$ cat config.mk
export PLATFORM = sky130hd
export DESIGN_NAME = dac_spi_mc
export DESIGN_NICKNAME = d
export VERILOG_FILES = /design/src/rtl/dac_spi_mc.sv
export SDC_FILE = /design/constraint.sdc
export NUM_CORES = 1
export LEC_CHECK = 0
export ABC_AREA = 1
export CORE_ASPECT_RATIO = 1.2
export CORE_MARGIN = 4
export CORE_UTILIZATION = 55
export CTS_CLUSTER_SIZE = 30
export DETAILED_ROUTE_END_ITERATION = 10
export PLACE_DENSITY = 0.77
export SLEW_MARGIN = 20
export SYNTH_ARGS = -nofsm -noshare
export SYNTH_HDL_FRONTEND = slang
export SYNTH_SLANG_ARGS = --single-unit
$ cat constraint.sdc
create_clock -name clk -period 7.8 [get_ports clk]
set_input_delay 1.56 -clock clk [delete_from_list [all_inputs] [get_ports clk]]
set_output_delay 1.56 -clock clk [all_outputs]
set_load 0.005 [all_outputs]
$ cat src/rtl/dac_spi_mc.sv
// Multi-channel serial DAC write engine: one handshake captures a sweep of channel words,
// each enabled channel is sent as an {address, data} SPI mode-0 frame followed by an optional ldac strobe.
module dac_spi_mc #(
  parameter int DATA_W    = 16,
  parameter int ADDR_W    = 2,
  parameter int N_CH      = 4,
  parameter int DIV       = 4,
  parameter int CS_GAP    = 2,
  parameter int LDAC_W    = 2,
  parameter int LDAC_MODE = 0
) (
  input  logic                     clk,
  input  logic                     rst,
  input  logic [N_CH*DATA_W-1:0]   din,
  input  logic [N_CH-1:0]          ch_mask,
  input  logic                     din_vld,
  output logic                     rdy,
  output logic                     busy,
  output logic                     cs,
  output logic                     sclk,
  output logic                     sdi,
  output logic                     ldac
);

  localparam int F     = ADDR_W + DATA_W;
  localparam int P_OWN = (CS_GAP > LDAC_W + 1) ? CS_GAP : LDAC_W + 1;
  localparam int PW    = $clog2(P_OWN + 1);
  localparam int DW    = $clog2(DIV);
  localparam int BW    = $clog2(F);
  localparam int CW    = (N_CH > 1) ? $clog2(N_CH) : 1;

  localparam logic [DW-1:0] DIV_MID      = DW'(DIV / 2 - 1);
  localparam logic [DW-1:0] DIV_END      = DW'(DIV - 1);
  localparam logic [BW-1:0] BIT_END      = BW'(F - 1);
  localparam logic [PW-1:0] POST_OWN_END = PW'(P_OWN - 1);
  localparam logic [PW-1:0] POST_GAP_END = PW'(CS_GAP - 1);
  localparam logic [PW-1:0] LDAC_CNT     = PW'(LDAC_W);

  localparam logic [1:0] S_IDLE  = 2'd0;
  localparam logic [1:0] S_SHIFT = 2'd1;
  localparam logic [1:0] S_POST  = 2'd2;

  logic [1:0]             state_reg;
  logic [N_CH*DATA_W-1:0] data_reg;
  logic [N_CH-1:0]        mask_left_reg;
  logic [F-1:0]           shift_reg;
  logic [DW-1:0]          div_cnt_reg;
  logic [BW-1:0]          bit_cnt_reg;
  logic [PW-1:0]          post_cnt_reg;
  logic [PW-1:0]          post_end_reg;
  logic                   ldac_own_reg;
  logic                   rdy_reg;
  logic                   cs_reg;
  logic                   sclk_reg;
  logic                   sdi_reg;
  logic                   ldac_reg;

  logic [N_CH*DATA_W-1:0] src_data;
  logic [N_CH-1:0]        src_mask;
  logic [N_CH-1:0]        nxt_mask;
  logic [CW-1:0]          nxt_ch;
  logic [F-1:0]           nxt_frame;
  logic                   post_done;
  logic                   frame_owns;
  logic                   load_frame;

  // The first frame is built straight from the handshake inputs; later frames from the captured sweep.
  always_comb begin
    src_data = (state_reg == S_IDLE) ? din : data_reg;
    src_mask = (state_reg == S_IDLE) ? ch_mask : mask_left_reg;
    nxt_ch   = '0;
    for (int c = N_CH - 1; c >= 0; c--) begin
      if (src_mask[c]) nxt_ch = CW'(c);
    end
    nxt_mask   = src_mask & ~(N_CH'(1) << nxt_ch);
    nxt_frame  = {ADDR_W'(nxt_ch), src_data[nxt_ch*DATA_W +: DATA_W]};
    post_done  = (post_cnt_reg == post_end_reg);
    frame_owns = (LDAC_MODE == 0) || (mask_left_reg == '0);
    load_frame = (src_mask != '0) &&
                 (((state_reg == S_IDLE) && din_vld) || ((state_reg == S_POST) && post_done));
  end

  always_ff @(posedge clk or posedge rst) begin
    if (rst) begin
      state_reg     <= S_IDLE;
      data_reg      <= '0;
      mask_left_reg <= '0;
      shift_reg     <= '0;
      div_cnt_reg   <= '0;
      bit_cnt_reg   <= '0;
      post_cnt_reg  <= '0;
      post_end_reg  <= '0;
      ldac_own_reg  <= 1'b0;
      rdy_reg       <= 1'b1;
      cs_reg        <= 1'b1;
      sclk_reg      <= 1'b0;
      sdi_reg       <= 1'b0;
      ldac_reg      <= 1'b1;
    end else begin
      if ((state_reg == S_IDLE) && din_vld) data_reg <= din;
      if (load_frame) begin
        state_reg     <= S_SHIFT;
        shift_reg     <= nxt_frame;
        mask_left_reg <= nxt_mask;
        div_cnt_reg   <= '0;
        bit_cnt_reg   <= '0;
        cs_reg        <= 1'b0;
        sdi_reg       <= nxt_frame[F-1];
        sclk_reg      <= 1'b0;
        ldac_reg      <= 1'b1;
        rdy_reg       <= 1'b0;
      end else begin
        case (state_reg)
          S_IDLE: begin
            // Empty sweep: a single POST cycle with no frame and no strobe.
            if (din_vld) begin
              state_reg     <= S_POST;
              mask_left_reg <= '0;
              post_cnt_reg  <= '0;
              post_end_reg  <= '0;
              ldac_own_reg  <= 1'b0;
              rdy_reg       <= 1'b0;
            end
          end
          S_SHIFT: begin
            div_cnt_reg <= div_cnt_reg + DW'(1);
            if (div_cnt_reg == DIV_MID) sclk_reg <= 1'b1;
            if (div_cnt_reg == DIV_END) begin
              div_cnt_reg <= '0;
              sclk_reg    <= 1'b0;
              if (bit_cnt_reg == BIT_END) begin
                state_reg    <= S_POST;
                bit_cnt_reg  <= '0;
                cs_reg       <= 1'b1;
                sdi_reg      <= 1'b0;
                post_cnt_reg <= '0;
                post_end_reg <= frame_owns ? POST_OWN_END : POST_GAP_END;
                ldac_own_reg <= frame_owns;
              end else begin
                bit_cnt_reg <= bit_cnt_reg + BW'(1);
                shift_reg   <= {shift_reg[F-2:0], 1'b0};
                sdi_reg     <= shift_reg[F-2];
              end
            end
          end
          S_POST: begin
            post_cnt_reg <= post_cnt_reg + PW'(1);
            ldac_reg     <= !(ldac_own_reg && (post_cnt_reg < LDAC_CNT));
            if (post_done) begin
              state_reg <= S_IDLE;
              rdy_reg   <= 1'b1;
              ldac_reg  <= 1'b1;
            end
          end
          default: state_reg <= S_IDLE;
        endcase
      end
    end
  end

  assign rdy  = rdy_reg;
  assign busy = !rdy_reg;
  assign cs   = cs_reg;
  assign sclk = sclk_reg;
  assign sdi  = sdi_reg;
  assign ldac = ldac_reg;

endmodule

======== Word level (Yosys, flattened, before mapping) ========
Index checks and enable logic that the tools add are counted.
storage, ports and cells
  bits in registers ....................... 104
  input bits .............................. 71
  output and inout bits ................... 6
  word-level logic and storage cells ...... 116
operators by class
  add/subtract/negate cells ............... 3
  $lt $le $gt $ge ......................... 1
  equal/unequal tests ..................... 14
  shift operators ......................... 2
  muxes and demuxes ....................... 51
  bitwise operators ....................... 3
  reductions and logical operators ........ 28
operators by type and width
  operator             number
  $mux 17              4
  $mux 64              1
  $shiftx 64x7->16     1
  $mux 2               15
  $mux 5               4
  $mux 1               18
  $mux 4               4
  $reduce_bool 2->1    7
  $ne 3x3->1 const B   4
  $pmux 2 s3           2
  $reduce_and 5->1     2
  $reduce_and 3->1     3
  $reduce_bool 3->1    3
  $ne 2x2->1 const B   4
  $reduce_and 2->1     3
  $add 5x1->5 const B  1
  $eq 5x5->1 const B   1
  $add 2x1->2 const B  2
  $and 4x4->4          1
  $eq 2x1->1 const B   2
  $eq 2x2->1 const B   2
  $logic_and 1x1->1    4
  $not 4->4            1
  $pmux 1 s2           2
  other kinds (10)     11

======== Longest topological paths before layout ========
  depth after elaboration ................. 10
  mapped depth ............................ 14
  mapped depth without buffers ............ 12

======== Least setup slack after synthesis ========
Ideal clock, no wire load.
  kind .................................... input to register
  from .................................... input ch_mask[2]
  to ...................................... register sclk_reg, in the netlist sclk
  setup time .............................. 0.132 ns
  arrival time ............................ 2.467 ns
  required time ........................... 7.668 ns
  slack ................................... 5.201 ns
  stages on the path ...................... 9
  buffers on the path ..................... 1
  cell sequence ........................... nand2_1 nand2_2 nor2_1 nand2_1 nand2_2 buf_2 nand2_1 a21oi_1 nor2_1
between the ends
  longest elaborated chain between the ends .. 5
  elaborated cells between the ends (all ways) .. 7
  classes of those cells .................. mux (2); reduce/logical (5)
ends and longest elaborated chain
  item                                                                     line  RTL
  from (decl)                                                              15    input logic [N_CH-1:0] ch_mask,
  $mux 4 *                                                                 70    src_mask = (state_reg == S_IDLE) ? ch_mask : mask_left_reg;
  $reduce_bool 4->1 *                                                      79    load_frame = (src_mask != '0) &&
  $logic_and 1x1->1 *                                                      79
  $reduce_bool 3->1 (no line) / $reduce_bool 2->1 (equally long branches)  n/a
  $reduce_and 2->1 (no line)                                               n/a
  to (signal assigned)                                                     96    sclk_reg <= 1'b0;
  to (signal assigned)                                                     109   sclk_reg <= 1'b0;
  to (signal assigned)                                                     127   if (div_cnt_reg == DIV_MID) sclk_reg <= 1'b1;
  to (decl)                                                                54    logic sclk_reg;
Mark *: on every way between the ends. The rest lies on a longest branch, timed or not.
A chain may end at the register's enable or synchronous reset.

======== Worst setup path after layout ========
  from .................................... input ch_mask[0]
  to ...................................... register shift_reg[7]
between the ends
  longest elaborated chain between the ends .. 5
  elaborated cells between the ends (all ways) .. 10
  classes of those cells .................. eq/ne (1); shift (1); mux (3); reduce/logical (5)
ends and longest elaborated chain
  item                                                      line  RTL
  $mux 4 *                                                  70
  branches (longest 4 deep; another with $shiftx 64x7->16)  n/a
  to (signal assigned)                                      103   shift_reg <= nxt_frame;
  to (signal assigned)                                      141   shift_reg <= {shift_reg[F-2:0], 1'b0};
  to (decl)                                                 46    logic [F-1:0] shift_reg;
Every way passes the cells marked *.

==> flow_summary.json <==
{
  "core_area_sq_um": 10470,
  "critPathCaptureType": "register",
  "yosysWarningCount": 0,
  "firstDrtPassIters": 6,
  "ctsHtreeMaxLevel": 3,
  "relSlewSlack": 0.3956,
  "holdCritStartpoint": "cs$_DFFE_PP1P_",
  "die_w_um": 102.2,
  "crit_path_frequent_cell": "nand2_1",
  "fmax_mhz": 282.2,
  "fin_cells": 1018,
  "pwr-share-seq": 0.391,
  "dp_slack_ps": 3911,
  "fin_setup_tns_ps": 0,
  "syn2layout_area_growth_pct": 17.70,
  "postSynthAreaPerCell_sq_um": 6.994,
  "crit_type": "input port to register",
  "rrSetupSlack_ps": 4740,
  "synth.top_cells.by_area": "dfrtp_1 (42%), nand2_1 (20%), o21ai_0 (7.4%), inv_1 (5.4%), nand3_1 (5.2%)",
  "clkPwrFrac": 0.202,
  "drt.antenna.violating_nets": 0,
  "yosysTopAreaCellShare": 0.4232,
  "yosys.area.top_type": "dfrtp_1",
  "start_util": 0.5594,
  "avgViaCountPerCell": 5.400,
  "grt_first_pass_wirelength_mm": 24.65,
  "cts-buffers-inserted": 9,
  "cts_post_setup_buffers_inserted": 0,
  "grt_usage": 0.2502,
  "clock_skew_ps": 7.259,
  "crit_slowest_cell": "nand2_2",
  "vias": 5497,
  "status": "completed",
  "setup.worst_path.end": "shift_reg[7]$_DFFE_PP0P_",
  "worst_slew_pin_slew_ps": 906.6,
  "final_cell_mix": "nand2_1 (316), dfrtp_1 (99), o21ai_0 (87)",
  "cp.required_ps": 8080,
  "r2r-start": "state_reg[1]$_DFFE_PP0P_",
  "p_leak_nw": 3.521,
  "drtIter0Drc": 528,
  "io_buffers": 76,
  "antenna_found_initial": 0,
  "largest_reg_flops": 64,
  "wl_mm": 14.52,
  "tritoncts": "yes",
  "path_cells": "clkdlybuf4s50_1, nand2_1, o21ai_0, nor2_1, buf_4, nand2_1, nand2_2, o21ai_2, inv_2, nand2_1, nand2_1",
  "wl_per_cell_um": 14.26,
  "dieHeight_um": 121.0,
  "cts.sinks": 102,
  "path_clk_slew_ps": 70,
  "crit_path_start": "ch_mask[0]",
  "reg2reg_depth": 11,
  "drive_gt1_frac": 0.05512,
  "grt_pass1_vias": 5158,
  "cts_root_buf": "clkbuf_16",
  "crit_arrival_ps": 3820,
  "pin_count": 77,
  "synthCells": 837,
  "dp_cells": 1002,
  "fin_nets": 960,
  "synth.distinct_cells": 29,
  "worstHoldPathType": "register to register",
  "dp_hpwl_mm": 9.945,
  "p_int_mw": 1.356,
  "die-area_sq_um": 12370,
  "peakVddDrop_mv": 0.1348,
  "p_per_area_nw_per_um2": 327.4,
  "rsz0062_at_grt": "false",
  "clock_latency_ps": 350,
  "synth.net_count": 913,
  "r2r-end": "shift_reg[7]$_DFFE_PP0P_",
  "finalSetupViolCount": 0,
  "max_stage_delay_ps": 590,
  "fin_crit_ps": 3544,
  "drcViolationCount": 0,
  "synthesis.area_sq_um": 5854,
  "ys_seq_area_frac": 0.4366,
  "maxCapViolCount": 0,
  "synth.ff_latch_count": 102,
  "routabilityCongestion": 0.9748,
  "finalHoldViolCount": 0,
  "hold_buffers": 0,
  "p_sw_frac": 0.3990,
  "start_kind": "input port",
  "setup_slack_ps": 4256,
  "cts_resized": 0,
  "maxSlewViolCount": 0,
  "combPwrFrac": 0.407,
  "hold_depth": 2,
  "row_count": 41,
  "final_common_cell": "nand2_1",
  "diodes": 0,
  "overflow": 0,
  "worstPathMaxFanout": 44,
  "grt_max_degree": 82,
  "switchingPower_mw": 0.9002,
  "clockBufferDepth": 2,
  "fin_crit_sh": 0.4543
}
[worst min path at each step]
stage | end | slack, ps
2_1_floorplan | data_reg[33]$_DFFE_PP0N_ | 440
3_3_place_gp | data_reg[35]$_DFFE_PP0N_ | 450
3_5_place_dp | cs$_DFFE_PP1P_ | 460
4_1_cts | cs$_DFFE_PP1P_ | 470
5_1_grt | cs$_DFFE_PP1P_ | 490
6_report | cs$_DFFE_PP1P_ | 460
[power groups by stage]
stage	registers, mW	clock network (mW)	logic, mW
6_report	0.883	0.455	0.918
3_3_place_gp	0.876	0	0.882
4_1_cts	0.882	0.462	0.916
5_1_grt	0.912	0.479	1.05
3_5_place_dp	0.887	0	0.908
2_1_floorplan	0.858	0	0.689
[synthesized netlist by cell type, drive strengths merged]
cell    instances
a21oi          20
buf            26
clkbuf         20
clkinv          1
dfrtp          99
dfstp           3
ha              5
inv            91
nand2         326
nand3          62
nand3b          1
nand4          18
nor2           48
o21ai          93
o22ai           3
o31ai          17
o32ai           1
xor2            3
[logic make-up (layout without fill, tap and decap cells)]
kind of cell / after synthesis / in the layout / share of synthesized area
DFF: 102 / 102 / 0.4366
buffers and inverters: 138 / 190 / 0.09788
xor gates and xnor gates: 3 / 3 / 0.004489
and+or+nand+nor: 455 / 455 / 0.3240
AOI/OAI and AO/OA: 134 / 134 / 0.1263
adders and majority gates: 5 / 5 / 0.01069
[area by class of cell]
type / count / area (sq um)
clock buffers: 13 / 250.2
clock inverters: 3 / 43.79
fillers: 972 / 3575
inverters: 92 / 347.8
multi-input cells: 597 / 2725
flip-flops and latches: 102 / 2556
well taps: 129 / 161.4
repair buffers: 82 / 805.8
[per-layer routing]
layer	vias to the layer above	part of all wire	global-route usage
met5	-	0	0
met4	0	0.025	0.08778
met3	33	0.052	0.03565
met2	175	0.48	0.3967
met1	2544	0.45	0.3503
li1	2745	-	-
[per-stage QoR]
stage | instance area (sq um) | power (mW) | hold WS (ps) | util
4_1_cts | 6890 | 2.260 | 469.0 | 0.6584
3_3_place_gp | 6596 | 1.758 | 454.5 | 0.6303
2_1_floorplan | 5854 | 1.546 | 442.2 | -
6_report | 6890 | 2.256 | 463.3 | 0.6584
3_5_place_dp | 6596 | 1.795 | 458.3 | 0.6303
5_1_grt | 6890 | 2.444 | 491.0 | 0.6584
[worst max-delay path: cells and delay by family]
kind | cells | cell delay (ps)
compound gates | 2 | 250
buf+inv | 3 | 940
simple gates | 6 | 1060
(Power assumes the default switching activity.)
